`src/rtl/multicycle_controller.sv`:
```
// multicycle_controller: multicycle RV32I control FSM with stallable memory handshake and sticky TRAP
module multicycle_controller #(
   parameter int STALL_LIMIT = 0
) (
   input  logic       CLK,
   input  logic       RESET_N,
   input  logic [6:0] OP,
   input  logic [2:0] FUNCT3,
   input  logic       FUNCT7b5,
   input  logic       ZERO,
   input  logic       LT,
   input  logic       LTU,
   input  logic       MEM_READY,
   output logic       MEM_REQ,
   output logic       MEM_WRITE,
   output logic       PCWrite,
   output logic       IRWrite,
   output logic       RegWrite,
   output logic       AdrSrc,
   output logic [1:0] ALUSrcA,
   output logic [1:0] ALUSrcB,
   output logic [1:0] ResultSrc,
   output logic [2:0] ALUControl,
   output logic [1:0] ImmSrc,
   output logic [3:0] STATE,
   output logic       TRAP
);
   localparam logic [3:0] S_FETCH    = 4'd0;
   localparam logic [3:0] S_DECODE   = 4'd1;
   localparam logic [3:0] S_MEMADR   = 4'd2;
   localparam logic [3:0] S_MEMREAD  = 4'd3;
   localparam logic [3:0] S_MEMWB    = 4'd4;
   localparam logic [3:0] S_MEMWRITE = 4'd5;
   localparam logic [3:0] S_EXECR    = 4'd6;
   localparam logic [3:0] S_EXECI    = 4'd7;
   localparam logic [3:0] S_ALUWB    = 4'd8;
   localparam logic [3:0] S_BRANCH   = 4'd9;
   localparam logic [3:0] S_JAL      = 4'd10;
   localparam logic [3:0] S_TRAP     = 4'd11;

   localparam logic [6:0] OP_LW  = 7'b0000011;
   localparam logic [6:0] OP_SW  = 7'b0100011;
   localparam logic [6:0] OP_R   = 7'b0110011;
   localparam logic [6:0] OP_I   = 7'b0010011;
   localparam logic [6:0] OP_BR  = 7'b1100011;
   localparam logic [6:0] OP_JAL = 7'b1101111;

   localparam logic [2:0] ALU_ADD = 3'b000;
   localparam logic [2:0] ALU_SUB = 3'b001;
   localparam logic [2:0] ALU_AND = 3'b010;
   localparam logic [2:0] ALU_OR  = 3'b011;
   localparam logic [2:0] ALU_XOR = 3'b100;
   localparam logic [2:0] ALU_SLT = 3'b101;

   localparam int CW = $clog2(STALL_LIMIT + 2);

   logic [3:0]    state_q, state_d;
   logic [CW-1:0] stall_q, stall_d;
   logic          waiting, timeout, alu_f3_ok, br_f3_ok, br_taken;
   logic [2:0]    alu_op;

   assign waiting   = (state_q == S_FETCH || state_q == S_MEMREAD || state_q == S_MEMWRITE) && !MEM_READY;
   assign timeout   = waiting && (STALL_LIMIT != 0) && (stall_q == CW'(STALL_LIMIT - 1));
   assign alu_f3_ok = !FUNCT3[0] || FUNCT3 == 3'b111;

   always_comb begin
      case (FUNCT3)
         3'b000:  alu_op = (OP == OP_R && FUNCT7b5) ? ALU_SUB : ALU_ADD;
         3'b010:  alu_op = ALU_SLT;
         3'b100:  alu_op = ALU_XOR;
         3'b110:  alu_op = ALU_OR;
         3'b111:  alu_op = ALU_AND;
         default: alu_op = ALU_ADD;
      endcase
   end

`ifdef BRANCH_EXT_EN
   logic br_cond;
   always_comb begin
      case (FUNCT3[2:1])
         2'b00:   br_cond = ZERO;
         2'b10:   br_cond = LT;
         2'b11:   br_cond = LTU;
         default: br_cond = 1'b0;
      endcase
   end
   assign br_f3_ok = FUNCT3[2:1] != 2'b01;
   assign br_taken = br_cond ^ FUNCT3[0];
`else
   logic unused_cmp;
   assign unused_cmp = LT ^ LTU;
   assign br_f3_ok   = FUNCT3 == 3'b000;
   assign br_taken   = ZERO;
`endif

   always_ff @(posedge CLK or negedge RESET_N) begin
      if (!RESET_N) begin
         state_q <= S_FETCH;
         stall_q <= '0;
      end else begin
         state_q <= state_d;
         stall_q <= stall_d;
      end
   end

   always_comb begin
      state_d = state_q;
      case (state_q)
         S_FETCH:    state_d = MEM_READY ? S_DECODE : timeout ? S_TRAP : S_FETCH;
         S_DECODE: begin
            case (OP)
               OP_LW, OP_SW: state_d = S_MEMADR;
               OP_R:         state_d = alu_f3_ok ? S_EXECR : S_TRAP;
               OP_I:         state_d = alu_f3_ok ? S_EXECI : S_TRAP;
               OP_BR:        state_d = br_f3_ok ? S_BRANCH : S_TRAP;
               OP_JAL:       state_d = S_JAL;
               default:      state_d = S_TRAP;
            endcase
         end
         S_MEMADR:   state_d = (OP == OP_SW) ? S_MEMWRITE : S_MEMREAD;
         S_MEMREAD:  state_d = MEM_READY ? S_MEMWB : timeout ? S_TRAP : S_MEMREAD;
         S_MEMWRITE: state_d = MEM_READY ? S_FETCH : timeout ? S_TRAP : S_MEMWRITE;
         S_MEMWB, S_ALUWB, S_BRANCH: state_d = S_FETCH;
         S_EXECR, S_EXECI, S_JAL:    state_d = S_ALUWB;
         default:    state_d = S_TRAP;
      endcase
      stall_d = (state_d != state_q) ? '0 : (waiting && STALL_LIMIT != 0) ? stall_q + 1'b1 : stall_q;
   end

   always_comb begin
      MEM_REQ    = 1'b0;
      MEM_WRITE  = 1'b0;
      PCWrite    = 1'b0;
      IRWrite    = 1'b0;
      RegWrite   = 1'b0;
      AdrSrc     = 1'b0;
      ALUSrcA    = 2'b00;
      ALUSrcB    = 2'b00;
      ResultSrc  = 2'b00;
      ALUControl = ALU_ADD;
      TRAP       = 1'b0;
      case (state_q)
         S_FETCH: begin
            MEM_REQ   = 1'b1;
            ALUSrcB   = 2'b10;
            ResultSrc = 2'b10;
            IRWrite   = MEM_READY;
            PCWrite   = MEM_READY;
         end
         S_DECODE: begin
            ALUSrcA = 2'b01;
            ALUSrcB = 2'b01;
         end
         S_MEMADR: begin
            ALUSrcA = 2'b10;
            ALUSrcB = 2'b01;
         end
         S_MEMREAD: begin
            AdrSrc  = 1'b1;
            MEM_REQ = 1'b1;
         end
         S_MEMWB: begin
            ResultSrc = 2'b01;
            RegWrite  = 1'b1;
         end
         S_MEMWRITE: begin
            AdrSrc    = 1'b1;
            MEM_REQ   = 1'b1;
            MEM_WRITE = 1'b1;
         end
         S_EXECR: begin
            ALUSrcA    = 2'b10;
            ALUControl = alu_op;
         end
         S_EXECI: begin
            ALUSrcA    = 2'b10;
            ALUSrcB    = 2'b01;
            ALUControl = alu_op;
         end
         S_ALUWB:  RegWrite = 1'b1;
         S_BRANCH: begin
            ALUSrcA    = 2'b10;
            ALUControl = ALU_SUB;
            PCWrite    = br_taken;
         end
         S_JAL: begin
            ALUSrcA = 2'b01;
            ALUSrcB = 2'b10;
            PCWrite = 1'b1;
         end
         S_TRAP:   TRAP = 1'b1;
         default:  TRAP = 1'b1;
      endcase
      if (!RESET_N) begin
         MEM_REQ   = 1'b0;
         MEM_WRITE = 1'b0;
         PCWrite   = 1'b0;
         IRWrite   = 1'b0;
         RegWrite  = 1'b0;
         TRAP      = 1'b0;
      end
   end

   assign ImmSrc = (OP == OP_SW) ? 2'b01 : (OP == OP_BR) ? 2'b10 : (OP == OP_JAL) ? 2'b11 : 2'b00;
   assign STATE  = state_q;
endmodule

```
`config.mk`:
```
export PLATFORM = sky130hd
export DESIGN_NAME = multicycle_controller
export DESIGN_NICKNAME = d
export VERILOG_FILES = /design/src/rtl/multicycle_controller.sv
export SDC_FILE = /design/constraint.sdc
export NUM_CORES = 1
export LEC_CHECK = 0
export ABC_AREA = 1
export BUFFER_PORTS_ARGS = -buffer_cell sky130_fd_sc_hd__buf_2
export CORE_UTILIZATION = 40
export DETAILED_ROUTE_END_ITERATION = 8
export GPL_TIMING_DRIVEN = 0
export PLACE_DENSITY = 0.89
export REMOVE_ABC_BUFFERS = 1
export SKIP_LAST_GASP = 1
export SYNTH_ARGS = -nofsm -noshare
export SYNTH_HDL_FRONTEND = slang
export SYNTH_SLANG_ARGS = --single-unit
export TNS_END_PERCENT = 1
```
`constraint.sdc`:
```
create_clock -name CLK -period 1.5 [get_ports CLK]
set_input_delay 0.225 -clock CLK [delete_from_list [all_inputs] [get_ports CLK]]
set_output_delay 0.225 -clock CLK [all_outputs]
set_load 0.005 [all_outputs]
```
==> out/results.ini <==
[status]
status=complete, but fails checks
violations=setup timing

[timing]
rsz0062_at_grt=true
finalCriticalPeriod_ns=1.654
clock_skew_ns=0.01072
setup_viol=13
maxSlewHeadroom_pct=81.77
timing.fmax_mhz=604.5
worst_slack_ns=-0.1542
worst_slew_pin_slew_ns=0.2716
fin_crit_sh_pct=110.3
hold_viol=0
slew_violations=0
hold_ws_ns=0.3043

[global_routing]
grt_max_degree=7
met3_usage_pct=5.556
grt_util_met1_pct=21.74
antenna_found_initial=0
grt-ovfl-total=0
track_usage_pct=21.68
grt_pass1_vias=638
grt_pass1_wl_microns=2408
grt.busiest_layer=met2
grt.met2_usage_pct=44.35

[synthesis]
synth_compound_area_share_pct=11.71
synth_xor_area_share_pct=0
synthSimpleGateAreaFrac_pct=55.31
syn_area_sq_um=576.8
yosysWarnings=0
synthAdderAreaFrac_pct=0
synth_top_family_by_area=simple AND/OR/NAND/NOR gates
avgSynthCellArea_sq_um=5.244
seq_area_frac_synth_pct=17.35
yosysUniqueCellTypes=19
synthCells=110
synthMuxAreaShare_pct=0
ys_seq_elements=4

[worst_setup_path]
cp_slowest_cell=dfrtp_2
max_stage_delay_ns=0.44
reg2reg_slack_ns=0.15
worstPathMaxFanout=5
crit_path_end_kind=output pin
path_cells=inv_1 -> nor2_2 -> nor2_1 -> nor3_1 -> buf_2
r2r_cells=6
rr_startpoint=STATE[1]
cp-startpoint=STATE[3]
timing.rr.end=STATE[1]
arrival_ns=1.43
start_kind=flop
cp_data_required_time_ns=1.27
crit_type=reg -> out

[worst_hold_path]
min_path_cells=3
worstHoldStart=OP[4]
holdPathEnd=STATE[2]
hp-class=in -> reg

[placement]
post-place-cells=161
port_buffers=36
place_congestion=0.8055
dpl.hpwl_microns=1351

[run]
maxCapViolCount=0

[power_and_ir_drop]
combPwrFrac_pct=19.0
clockPowerShare_pct=46.6
ir_drop_v=0.0002745
power_leakage_nw=0.5163
p_sw_w=0.00009171
swShare_pct=29.06
powerDensity_nw_per_um2=354.8
pwr-share-seq_pct=34.3
p_int_w=0.0002239

[die]
boundaryPins=39
dieArea_sq_um=1598
die_x_microns=39.98
rows=13
die_h_microns=39.98
core-area_sq_um=1318
start_util_pct=43.78

[cells_and_area]
final_common_cell=buf_2
areaGrowthSynthToFinish_pct=54.23
fin_cells=169
drive_above_1_share_pct=44.16
antenna_cells=0
final_cell_mix=36 x buf_2, 26 x nand2_1, 16 x inv_1, 16 x nor2_1, 11 x nand3_1
largest_reg_flops=4
finalNetCount=173

[clock_tree]
path_clk_slew_ns=0.05
cts_buffers=3
htreeDepth=1
clock_path_buffers=2
clockRootBuffer=clkbuf_4
insertion_delay_ns=0.25
cts.sinks=4
cts_tree=yes

[detailed_routing]
drcViolationCount=0
drt-initial-drc-count=32
drt_first_pass_iters=4
post_drt_wl_per_cell_microns=11.92
drtAntennaViolNets=0
wirelength_microns=2015
avgViaCountPerCell=5.130
dr_total_vias=867

-- through the flow --
step	cell area (sq um)	setup slack [ns]	TNS [ns]	power [W]	util [%]
finish	889.6	-0.1542	-0.9697	0.0003156	67.52
global route	889.6	-0.2117	-1.729	0.0003324	67.52
CTS	828.3	-0.1238	-0.6910	0.0003118	62.87
detailed placement	775.7	0.1201	0	0.0001665	58.88
global placement	775.7	0.1626	0	0.0001643	58.88
floorplan	576.8	0.2742	0	0.0001344	-
-- cells by family after synthesis --
| logic type | after synthesis |
|---|---|
| buffers and inverters | 24 |
| and+or+nand+nor | 71 |
| DFF | 4 |
| AOI/OAI and AO/OA | 11 |
-- power groups by stage --
stage	combinational, W	clock [W]	sequential, W
2_1_floorplan	0.0000245	0	0.000110
3_3_place_gp	0.0000544	0	0.000110
3_5_place_dp	0.0000566	0	0.000110
4_1_cts	0.0000589	0.000144	0.000108
5_1_grt	0.0000689	0.000155	0.000108
6_report	0.0000601	0.000147	0.000108
-- worst max-delay path, delay by kind of cell (launching register included) --
| family | cells | cell delay [ns] |
|---|---|---|
| buf+inv | 2 | 0.28 |
| simple gates | 3 | 0.45 |
| flops | 1 | 0.44 |
-- layer usage --
layer | vias to the layer above | wire length, microns | part of all wire (%)
met3 | 2 | 155 | 7.7
li1 | 434 | - | -
met2 | 45 | 1052 | 52
met1 | 386 | 787 | 39
met4 | 0 | 20 | 0.99
met5 | - | 0 | 0
-- worst max-delay path by stage --
stage | endpoint | slack (ns) | depth (start not counted)
5_1_grt | PCWrite | -0.21 | 6
3_3_place_gp | ALUSrcB[0] | 0.16 | 6
3_5_place_dp | PCWrite | 0.12 | 6
2_1_floorplan | PCWrite | 0.27 | 5
6_report | RegWrite | -0.15 | 5
4_1_cts | PCWrite | -0.12 | 6
-- synthesized netlist by cell type (all sizes together) --
library cell / count / share of area, %
nand4: 3 / 3.3
nand3: 11 / 9.5
a31oi: 1 / 2.2
a21oi: 1 / 0.87
dfrtp: 4 / 17
inv: 24 / 16
nor2: 24 / 19
nand3b: 1 / 1.3
o21ai: 7 / 6.1
a21o: 1 / 1.3
o211ai: 1 / 1.3
nand2: 29 / 19
nor3: 2 / 1.7
or2: 1 / 1.1
-- repair_timing --
item / CTS / global route
pin swaps: 3 / 5
cloned: 0 / 0
hold endpoints to repair: 4 / 0
buffers inserted: 2 / 2
gates resized for setup: 2 / 17
endpoints found under the setup margin: 9 / 15
hold buffers: 1 / 0
-- final cells by class --
cell class	count	area, sq um
tap	15	18.77
fill	122	427.9
multi-input combinational	82	432.9
inverter	24	90.09
timing repair buffer	41	220.2
sequential	4	105.1
clock buffer	3	22.52
Power figures use the tool's default switching activity.
